===== src/rtl/muldiv_unit.sv =====
// muldiv_unit: iterative RV32M multiply/divide unit.
// Shift-add multiply, restoring divide, one step per clock.
`ifndef ALU_MUL
`define ALU_MUL    5'b10000
`endif
`ifndef ALU_MULH
`define ALU_MULH   5'b10001
`endif
`ifndef ALU_MULHSU
`define ALU_MULHSU 5'b10010
`endif
`ifndef ALU_MULHU
`define ALU_MULHU  5'b10011
`endif
`ifndef ALU_DIV
`define ALU_DIV    5'b10100
`endif
`ifndef ALU_DIVU
`define ALU_DIVU   5'b10101
`endif
`ifndef ALU_REM
`define ALU_REM    5'b10110
`endif
`ifndef ALU_REMU
`define ALU_REMU   5'b10111
`endif

module muldiv_unit #(
  parameter int XLEN  = 32,
  parameter int CNT_W = 6
) (
  input  logic            clk,
  input  logic            rst,
  input  logic            start,
  input  logic [4:0]      ALU_selection,
  input  logic [XLEN-1:0] op_a,
  input  logic [XLEN-1:0] op_b,
  input  logic            kill,
  output logic            busy,
  output logic            done,
  output logic [XLEN-1:0] result
);

  typedef enum logic [1:0] {
    IDLE,
    CALC,
    FIN
  } state_t;

  state_t state, state_nx;

  logic [4:0]        sel;
  logic [CNT_W-1:0]  cnt;
  logic [XLEN-1:0]   mag_a, mag_b;
  logic [2*XLEN-1:0] prod;
  logic [XLEN-1:0]   quo, rem;
  logic              neg_p, neg_r;

  logic            is_m, sgn_a, sgn_b, div_op;
  logic            neg_a, neg_b;
  logic [XLEN-1:0] abs_a, abs_b;
  logic            by_zero, ovf, accept;

  // Decode the operation code into signedness and class.
  always_comb begin
    is_m   = 1'b0;
    sgn_a  = 1'b0;
    sgn_b  = 1'b0;
    div_op = 1'b0;
    unique case (ALU_selection)
      `ALU_MUL, `ALU_MULH: begin
        is_m  = 1'b1;
        sgn_a = 1'b1;
        sgn_b = 1'b1;
      end
      `ALU_MULHSU: begin
        is_m  = 1'b1;
        sgn_a = 1'b1;
      end
      `ALU_MULHU: is_m = 1'b1;
      `ALU_DIV, `ALU_REM: begin
        is_m   = 1'b1;
        sgn_a  = 1'b1;
        sgn_b  = 1'b1;
        div_op = 1'b1;
      end
      `ALU_DIVU, `ALU_REMU: begin
        is_m   = 1'b1;
        div_op = 1'b1;
      end
      default: ;
    endcase
  end

  assign neg_a = sgn_a & op_a[XLEN-1];
  assign neg_b = sgn_b & op_b[XLEN-1];
  assign abs_a = neg_a ? -op_a : op_a;
  assign abs_b = neg_b ? -op_b : op_b;

  assign by_zero = div_op && (op_b == '0);
  assign ovf = div_op && sgn_a
            && (op_a == {1'b1, {(XLEN-1){1'b0}}})
            && (&op_b);

  assign accept = (state == IDLE) && start && is_m && !kill;
  assign busy   = (state != IDLE) || accept;

  logic [XLEN:0]     add;
  logic [2*XLEN-1:0] prod_step;
  logic [XLEN:0]     shift, diff;
  logic              ge;
  logic [XLEN-1:0]   rem_step, quo_step;

  // One multiply step and one divide step per cycle.
  always_comb begin
    add = {1'b0, prod[2*XLEN-1:XLEN]}
        + (prod[0] ? {1'b0, mag_a} : '0);
    prod_step = {add, prod[XLEN-1:1]};
    shift = {rem, quo[XLEN-1]};
    diff  = shift - {1'b0, mag_b};
    ge    = !diff[XLEN];
    rem_step = ge ? diff[XLEN-1:0] : shift[XLEN-1:0];
    quo_step = {quo[XLEN-2:0], ge};
  end

  logic [2*XLEN-1:0] pfix;
  logic [XLEN-1:0]   qfix, rfix, fin_val;

  // Sign fix-up and result selection for the FIN cycle.
  always_comb begin
    pfix = neg_p ? -prod : prod;
    qfix = neg_p ? -quo : quo;
    rfix = neg_r ? -rem : rem;
    fin_val = '0;
    unique case (sel)
      `ALU_MUL: fin_val = pfix[XLEN-1:0];
      `ALU_MULH, `ALU_MULHSU, `ALU_MULHU:
        fin_val = pfix[2*XLEN-1:XLEN];
      `ALU_DIV, `ALU_DIVU: fin_val = qfix;
      `ALU_REM, `ALU_REMU: fin_val = rfix;
      default: fin_val = '0;
    endcase
  end

  // State register.
  always_ff @(posedge clk) begin
    if (rst) state <= IDLE;
    else     state <= state_nx;
  end

  // Next-state logic; kill aborts CALC/FIN.
  always_comb begin
    state_nx = state;
    unique case (state)
      IDLE: if (accept) state_nx = (by_zero || ovf) ? FIN : CALC;
      CALC: begin
        if (kill)
          state_nx = IDLE;
        else if (cnt == CNT_W'(XLEN-1))
          state_nx = FIN;
      end
      FIN: state_nx = IDLE;
      default: state_nx = IDLE;
    endcase
  end

  // Datapath: latch on accept, iterate in CALC, write in FIN.
  always_ff @(posedge clk) begin
    if (rst) begin
      sel    <= '0;
      cnt    <= '0;
      mag_a  <= '0;
      mag_b  <= '0;
      prod   <= '0;
      quo    <= '0;
      rem    <= '0;
      neg_p  <= 1'b0;
      neg_r  <= 1'b0;
      done   <= 1'b0;
      result <= '0;
    end else begin
      done <= 1'b0;
      if (accept) begin
        sel   <= ALU_selection;
        cnt   <= '0;
        mag_a <= abs_a;
        mag_b <= abs_b;
        prod  <= {{XLEN{1'b0}}, abs_b};
        if (by_zero) begin
          quo   <= '1;
          rem   <= op_a;
          neg_p <= 1'b0;
          neg_r <= 1'b0;
        end else if (ovf) begin
          quo   <= {1'b1, {(XLEN-1){1'b0}}};
          rem   <= '0;
          neg_p <= 1'b0;
          neg_r <= 1'b0;
        end else begin
          quo   <= abs_a;
          rem   <= '0;
          neg_p <= neg_a ^ neg_b;
          neg_r <= neg_a;
        end
      end else if (state == CALC && !kill) begin
        cnt  <= cnt + 1'b1;
        prod <= prod_step;
        quo  <= quo_step;
        rem  <= rem_step;
      end else if (state == FIN && !kill) begin
        result <= fin_val;
        done   <= 1'b1;
      end
    end
  end

endmodule


===== config.mk =====
export PLATFORM = sky130hd
export DESIGN_NAME = muldiv_unit
export DESIGN_NICKNAME = d
export VERILOG_FILES = /design/src/rtl/muldiv_unit.sv
export SDC_FILE = /design/constraint.sdc
export NUM_CORES = 1
export LEC_CHECK = 0
export CORE_ASPECT_RATIO = 1.75
export CORE_UTILIZATION = 40
export CTS_CLUSTER_SIZE = 28
export DETAILED_ROUTE_END_ITERATION = 10
export RECOVER_POWER = 50
export SLEW_MARGIN = 20
export SYNTH_ARGS = -nofsm -noshare
export SYNTH_HDL_FRONTEND = slang
export SYNTH_SLANG_ARGS = --single-unit

===== constraint.sdc =====
create_clock -name clk -period 3.5 [get_ports clk]
set_input_delay 0.525 -clock clk [delete_from_list [all_inputs] [get_ports clk]]
set_output_delay 0.525 -clock clk [all_outputs]
set_load 0.01 [all_outputs]

== Word level (Yosys, flattened, before mapping) ==
Index checks and enable logic that the tools add are counted.

* Bits of input ports: 73
* Output and inout bits: 34
* Logic and storage cells: 108
* Bits in registers: 240

* Bitwise gates (word level): 5
* Eq/ne operators: 22
* Multiplexer cells: 31
* Reductions and logical operators: 29
* Add/subtract/negate cells: 8

{| class="wikitable"
|+ Operators with widths
! operator !! number
|-
| $mux W32 || 15
|-
| $neg A32 Y32 || 4
|-
| $pmux W32 S4 || 1
|-
| $eq A5 B5 Y1 const B || 16
|-
| $mux W64 || 1
|-
| $neg A64 Y64 || 1
|-
| $add A32 B32 Y33 || 1
|-
| $sub A33 B32 Y33 || 1
|-
| $eq A32 B32 Y1 const B || 1
|-
| $logic_not A32 Y1 || 1
|-
| $reduce_and A32 Y1 || 1
|-
| $logic_and A1 B1 Y1 || 9
|-
| $mux W1 || 9
|-
| $mux W2 || 4
|-
| $reduce_or A4 Y1 || 2
|-
| $reduce_or A8 Y1 || 1
|-
| $add A6 B1 Y6 const B || 1
|-
| $eq A6 B5 Y1 const B || 1
|-
| $reduce_or A2 Y1 || 3
|-
| $reduce_or A3 Y1 || 2
|-
| $reduce_or A5 Y1 || 1
|-
| $pmux W2 S2 || 1
|-
| $reduce_bool A2 Y1 || 2
|-
| $ne A3 B3 Y1 const B || 1
|-
| other kinds (11) || 15
|}

== Logic depth before layout (Yosys ltp) ==
Gate-level depths: netlist of run 1.

* Depth after elaboration: 10
* Mapped depth: 13

== Least setup slack after synthesis of run 1 ==
Ideal clock, no wire load.

* Path kind: flip-flop to flip-flop
* Start: reg prod[0]
* End: reg prod[51]
* Cell stages (with the launch flop): 14
* Required time: 3375 ps
* Clock period less this slack: 3352 ps
* Slack: 148 ps
* Data arrival time: 3227 ps
* Cells stage by stage: dfxtp_1 clkbuf_1 clkbuf_1 and2_1 ha_1 fa_1 a211oi_1 o21bai_1 a2111oi_0 o211ai_1 nand4_1 and3_1 xor2_1 o21ai_0

* Cells in the longest elaborated chain, start to end: 2

{| class="wikitable"
|+ Ends and longest elaborated chain
! item !! RTL line !! text
|-
| start, declared || 55 || <nowiki>logic [2*XLEN-1:0] prod;</nowiki>
|-
| start signal, assigned || 188 || <nowiki>prod <= {{XLEN{1'b0}}, abs_b};</nowiki>
|-
| start signal, assigned || 207 || <nowiki>prod <= prod_step;</nowiki>
|-
| $mux W32 || 117 || <nowiki>+ (prod[0] ? {1'b0, mag_a} : '0);</nowiki>
|-
| $add A32 B32 Y33 || 117 ||
|}

Every way passes these cells.
A chain may end at the register's enable or synchronous reset.

== Worst setup path after layout of run 1 ==
* Start: reg rem[14]
* End: reg rem[12]

* Cells in the longest elaborated chain, start to end: 4

{| class="wikitable"
|+ Ends and longest elaborated chain
! item !! RTL line !! text
|-
| start, declared || 56 || <nowiki>logic [XLEN-1:0] quo, rem;</nowiki>
|-
| start signal, assigned || 191 || <nowiki>rem <= op_a;</nowiki>
|-
| start signal, assigned || 209 || <nowiki>rem <= rem_step;</nowiki>
|-
| $sub A33 B32 Y33 || 120 || <nowiki>diff = shift - {1'b0, mag_b};</nowiki>
|-
| $mux W32 || 122 || <nowiki>rem_step = ge ? diff[XLEN-1:0] : shift[XLEN-1:0];</nowiki>
|-
| $mux W32 || 205 || <nowiki>end else if (state == CALC && !kill) begin</nowiki>
|-
| $mux W32 || 183 || <nowiki>if (accept) begin</nowiki>
|}

Every way passes these cells. The select of a mux whose other input is x is not followed.

==> metrics.csv, run 1 <==
stage,metric,value,unit
die,initial_utilization,0.406,
clock_tree,cts_tree,built,
global_routing,overflow,0,
route,wl,81200,um
timing,max_freq,293,MHz
finish,design_area,0.0215,mm2
finish,drive_gt1_frac,0.103,
worst_setup_path,worst-setup-path-type,flip-flop to flip-flop,
global_routing,antenna_found_initial,2,
clock_tree,numCtsBuffers,25,
timing,min_period_over_period,0.975,
die,io_pins,107,
worst_setup_path,cp_slowest_cell,a311o_1,
die,die_area,0.0459,mm2
logic_synthesis,synth-main-ff-cell,dfxtp_1,
logic_synthesis,yosys.area.top_type,dfxtp_1,
logic_synthesis,async_reset_ff_frac,0,
power_and_ir_drop,vdd_drop_max,290,uV
flow_run,maxCapViolCount,0,
status,status,"finished, final reports clean",
logic_synthesis,synth_top_cell_area_share,0.267,
worst_setup_path,cp-start-kind,flip-flop,
worst_setup_path,endpoint_kind,flip-flop,
placed_design,placedInstanceArea,0.0207,mm2
timing,tightest_slew,0.980,ns
clock_tree,clockBufferDepth,3,
timing,fin_ws,0.0879,ns
clock_tree,htree_levels,1,
worst_setup_path,slowest_delay,0.48,ns
worst_setup_path,cp.arrival,3.87,ns
power_and_ir_drop,comb_power_share,0.259,
power_and_ir_drop,clkPwrFrac,0.365,
global_routing,grt_pass1_vias,18800,
logic_synthesis,avgSynthCellArea,7.49,um2
power_and_ir_drop,p_int,0.00514,W
min_path,hp-class,flip-flop to flip-flop,
worst_setup_path,crit_buf_inv,1,
finish,fillers,4528,
power_and_ir_drop,switching_share,0.331,
timing,hold_viol_final,0,
power_and_ir_drop,finalPower,0.00769,W
power_and_ir_drop,leakagePower,8.16,nW
timing,final_max_slew_viol_count,0,
clock_tree,worstSkewPairLatency,0.57,ns
logic_synthesis,syn-num-nets,2551,
route,route.detailed.drc,0,
worst_setup_path,cpMostUsedCell,o21ai_1,
logic_synthesis,synthCells,2405,
placed_design,dp_hpwl,63000,um
route,wl_per_cell,25.7,um
power_and_ir_drop,power_density,357,mW/mm2
logic_synthesis,netlist_area,0.0180,mm2
die,fp.dieW,162,um
placed_design,portBuffers,106,
logic_synthesis,ys_ff_latch,240,
worst_setup_path,path_max_fanout,6,
clock_tree,path_clk_slew,0.07,ns
global_routing,grtUsageTotal,0.349,
logic_synthesis,ys_types,75,
clock_tree,cts-root-buf,clkbuf_16,
global_routing,grt_start_max_net_pins,92,
logic_synthesis,netlist_top_cells_area,"dfxtp_1, a21oi_1, xnor2_1",
die,core,0.0444,mm2
timing,setup_viol,0,
die,die_h,283,um
worst_setup_path,required,3.95,ns
placed_design,gp_congestion,1.02,
die,row_count,102,
clock_tree,cts.sinks,240,
timing,finalCriticalPeriod,3.41,ns
route,vias_per_cell,6.20,
route,vias,19600,
placed_design,pre_cts_slack,-0.129,ns
timing,relSlewSlack,0.342,
finish,final_nets,2710,
route,drt_first_pass_iters,6,
timing,fin_skew,0.0255,ns
logic_synthesis,ys_seq_area_frac,0.267,
route,final_antenna_net_count,0,
logic_synthesis,ys.warnings.count,0,
finish,area_growth,19.5,%
global_routing,grt_pass1_wl,118000,um
power_and_ir_drop,seq_power_share,0.376,
power_and_ir_drop,p_sw,0.00254,W
route,drtIter0Drc,1733,
timing,setup_tns,0,ns
worst_setup_path,path_cells,ha_1 > a21oi_1 > o21ai_1 > a311o_1 > or3_1 > o21ai_1 > buf_4 > or2_2 > mux2_2 > o31ai_1,
worst_setup_path,crit_family,compound AO/OA/AOI/OAI gates,
logic_synthesis,synth_edf_count,0,
final cells by class:
class	instances	area, um2	area share
Antenna cell	1	2.50	0.000116
Clock buffer	36	707	0.0328
Clock inverter	9	109	0.00505
Inverter	65	244	0.0113
Multi-Input combinational cell	1936	12400	0.576
Sequential cell	240	4810	0.223
Tap cell	572	716	0.0332
Timing Repair Buffer	296	2540	0.118
worst min-delay path, stage by stage, from the launching register on:
cell and delay [ns]:
dfxtp_1 0.32, nand2_1 0.05, o21ai_0 0.05
what timing repair did:
action                     in CTS  in global routing
setup endpoints to repair       3                 16
hold buffers                    0                  0
setup buffers                   0                  0
pin swaps                       0                  1
resized for setup               1                 13
power by group through the flow:
stage          Sequential [W]  Clock [W]  Combinational (W)
4_1_cts               0.00289    0.00283            0.00195
6_report              0.00289    0.00280            0.00199
3_5_place_dp          0.00295          0            0.00194
5_1_grt               0.00290    0.00294            0.00212
3_3_place_gp          0.00295          0            0.00192
2_1_floorplan         0.00292          0            0.00117
flip-flops by register name, indices dropped and copies added, names as in the netlist:
signal / flops
sel: 5
done: 1
quo: 32
state: 2
mag_b: 32
prod: 64
cnt: 6
result: 32
rem: 32
neg_r: 1
neg_p: 1
mag_a: 32
logic make-up after synthesis:
logic type / Yosys count / synth area share
compound gates: 738 / 0.270
xor+xnor: 213 / 0.104
mux: 54 / 0.0301
buf+inv: 229 / 0.0481
fa+ha+maj: 73 / 0.0515
flops: 240 / 0.267
simple gates: 858 / 0.230
cells in the mapped netlist (all sizes together), types with 34 or more instances:
| cell | n |
|---|---|
| nand2 | 241 |
| dfxtp | 240 |
| nor2 | 218 |
| a21oi | 208 |
| clkbuf | 148 |
| o21ai | 122 |
| xnor2 | 114 |
| xor2 | 99 |
| nor3 | 93 |
| ha | 71 |
| inv | 65 |
| a211oi | 58 |
| o31ai | 55 |
| mux2i | 53 |
| nand3 | 49 |
| and2 | 42 |
| a21boi | 41 |
| or3 | 37 |
| or4 | 35 |
| a31oi | 34 |
final timing paths:
check | start | endpoint | slack (ns) | cells past startpoint
worst max-delay path | rem[14] | rem[12] | 0.09 | 10
worst min-delay path | result[27] | result[27] | 0.45 | 2
worst max register to register | rem[14] | rem[12] | 0.09 | 10
worst min register to register | result[27] | result[27] | 0.45 | 2
cell usage in the layout (no fill, tap or decap), types with 21 or more instances in the layout:
master	n
a21boi_0	41
a31oi_1	34
o31ai_1	54
or3_1	37
xnor2_1	114
nand2_1	241
nand3_1	49
dlygate4sd3_1	35
clkdlybuf4s50_1	70
dfxtp_1	239
nor3_1	93
and2_1	42
or4_1	34
nand4_1	27
o21ai_0	117
buf_4	174
ha_1	70
nor4_1	28
a221oi_1	24
a21oi_1	207
a211oi_1	54
inv_1	65
a21o_1	21
o41ai_1	28
clkbuf_16	25
xor2_1	99
nor2_1	216
mux2i_1	53
metal layers:
| metal | up-vias | GRT usage | routed length [um] |
|---|---|---|---|
| met3 | 314 | 0.0415 | 4240 |
| met4 | 0 | 0.347 | 9570 |
| met2 | 823 | 0.604 | 39200 |
| li1 | 9145 | - | - |
| met1 | 9286 | 0.359 | 28100 |
| met5 | - | 0 | 0 |
stage by stage:
step                      hold WS (ns)  instances   util
after detailed placement         0.444       3109  0.467
after global routing             0.478       3154  0.485
final                            0.455       3155  0.485
after CTS                        0.425       3154  0.485
after global placement           0.442       3109  0.467
after floorplan                  0.430       2405      -
(Power assumes the default switching activity.)
==> inputs of run 2 (changes only) <==
--- a/config.mk
+++ b/config.mk
@@ -5,6 +5,7 @@
 export SDC_FILE = /design/constraint.sdc
 export NUM_CORES = 1
 export LEC_CHECK = 0
+export ABC_CLOCK_PERIOD_IN_PS = 3700
 export CORE_ASPECT_RATIO = 1.75
 export CORE_UTILIZATION = 40
 export CTS_CLUSTER_SIZE = 28
==> constraint.sdc (replaced) <==
create_clock -name clk -period 3.7 [get_ports clk]
set_input_delay 0.555 -clock clk [delete_from_list [all_inputs] [get_ports clk]]
set_output_delay 0.555 -clock clk [all_outputs]
set_load 0.01 [all_outputs]
==> metrics.csv, run 2 (synthesized netlist as in run 1, its figures left out) <==
stage,metric,value,unit
finish,drive_gt1_frac,0.0860,
global_routing,grt_pass1_vias,18600,
status,status,"finished, final reports clean",
worst_setup_path,cp_slowest_cell,fa_1,
route,drt_first_pass_iters,8,
power_and_ir_drop,finalPower,0.00739,W
finish,area_growth,17.8,%
route,drtIter0Drc,1543,
clock_tree,worstSkewPairLatency,0.56,ns
power_and_ir_drop,seq_power_share,0.371,
flow_run,maxCapViolCount,0,
clock_tree,path_clk_slew,0.07,ns
die,row_count,102,
die,io_pins,107,
die,die_h,283,um
worst_setup_path,cp-start-kind,flip-flop,
worst_setup_path,worst-setup-path-type,flip-flop to flip-flop,
global_routing,grt_pass1_wl,117000,um
placed_design,gp_congestion,1.01,
worst_setup_path,required,4.13,ns
min_path,hp-class,flip-flop to flip-flop,
worst_setup_path,rrSetupSlack,0.21,ns
clock_tree,numCtsBuffers,24,
timing,setup_viol,0,
finish,fin_util,0.478,
die,die_area,0.0459,mm2
worst_setup_path,cpMostUsedCell,buf_4,
finish,fillers,4552,
worst_setup_path,crit_family,compound AO/OA/AOI/OAI gates,
timing,fin_skew,0.0203,ns
power_and_ir_drop,comb_power_share,0.250,
finish,design_area,0.0212,mm2
clock_tree,cts.sinks,240,
global_routing,grtUsageTotal,0.346,
timing,final_max_slew_viol_count,0,
route,wl_per_cell,26.0,um
worst_setup_path,cp.arrival,3.93,ns
global_routing,overflow,0,
finish,layout_commonest_cell,nand2_1,
finish,largest_register_ffs,64,
placed_design,placedInstanceArea,0.0204,mm2
timing,hold_viol_final,0,
power_and_ir_drop,switching_share,0.321,
die,initial_utilization,0.406,
global_routing,grt_start_max_net_pins,83,
power_and_ir_drop,vdd_drop_max,301,uV
worst_setup_path,path_max_fanout,3,
route,route.detailed.drc,0,
worst_setup_path,endpoint_kind,flip-flop,
power_and_ir_drop,p_sw,0.00237,W
power_and_ir_drop,power_density,348,mW/mm2
placed_design,portBuffers,106,
clock_tree,clockBufferDepth,3,
worst_setup_path,path_cells,and2_1 > ha_1 > fa_1 > a211oi_1 > o21bai_1 > a2111oi_2 > buf_4 > o32ai_1 > buf_4 > a211oi_1 > o31ai_1 > buf_4 > o21ai_0 > a21oi_1,
placed_design,dp_hpwl,63300,um
global_routing,antenna_found_initial,1,
timing,finalCriticalPeriod,3.49,ns
power_and_ir_drop,p_int,0.00502,W
finish,n_antenna_cell,0,
die,core,0.0444,mm2
die,fp.dieW,162,um
finish,final_nets,2665,
power_and_ir_drop,clkPwrFrac,0.379,
power_and_ir_drop,leakagePower,7.94,nW
route,vias_per_cell,6.21,
timing,tightest_slew,1.37,ns
route,vias,19300,
finish,regMostFlops,prod,
clock_tree,cts-root-buf,clkbuf_16,
worst_setup_path,crit_buf_inv,3,
timing,max_freq,286,MHz
finish,layout_common_cells,"nand2_1, dfxtp_1, nor2_1, a21oi_1, buf_4",
clock_tree,htree_levels,1,
timing,min_period_over_period,0.945,
route,wl,80700,um
route,final_antenna_net_count,0,
clock_tree,cts_tree,built,
worst_setup_path,slowest_delay,0.43,ns
timing,relSlewSlack,0.0886,
clock_tree,post_cts_buffers,0,
-- run 2: cell type report --
class | instances | area (um2) | share of cell area
repair buffers | 252 | 2190 | 0.103
clock buffers | 30 | 674 | 0.0318
multi-input cells | 1936 | 12400 | 0.583
clock inverters | 13 | 205 | 0.00967
inverters | 65 | 244 | 0.0115
well taps | 572 | 716 | 0.0337
flip-flops and latches | 240 | 4810 | 0.226
-- run 2: metrics by stage --
stage | hold WS (ns) | TNS, ns | setup WS (ns) | instances
floorplan | 0.430 | 0 | 0.348 | 2405
finish | 0.456 | 0 | 0.205 | 3108
detailed placement | 0.449 | -0.238 | -0.0542 | 3065
CTS | 0.460 | 0 | 0.179 | 3108
global route | 0.489 | -0.0164 | -0.0164 | 3108
global placement | 0.443 | -0.142 | -0.0933 | 3065
-- run 2: power by group through the flow --
stage,sequential [W],combinational (W),clock (W)
after global routing,0.00274,0.00198,0.00291
after CTS,0.00273,0.00182,0.00281
after detailed placement,0.00279,0.00181,0
after floorplan,0.00276,0.00110,0
final,0.00274,0.00185,0.00280
after global placement,0.00279,0.00181,0
-- run 2: per-layer routing --
metal  global-route usage  wire length (um)
met2                0.617             40000
met1                0.352             28000
met5                    0                13
met3               0.0365              3920
met4                0.322              8730
-- run 2: path summary, 6_finish.rpt --
kind / endpoint / from / cells after the start
worst max-delay path: prod[63] / prod[0] / 14
worst min register to register: result[24] / result[24] / 2
worst max register to register: prod[63] / prod[0] / 14
worst min-delay path: result[24] / result[24] / 2
-- run 2: tightest hold or removal path, cell delays in order (launching register included) --
cell     delay (ns)
dfxtp_1        0.33
nand2_1        0.05
nand3_1        0.05
-- run 2: repair_timing --
action / in CTS / in global routing
setup endpoints to repair: 0 / 6
gates resized for setup: 0 / 4
hold buffers: 0 / 0
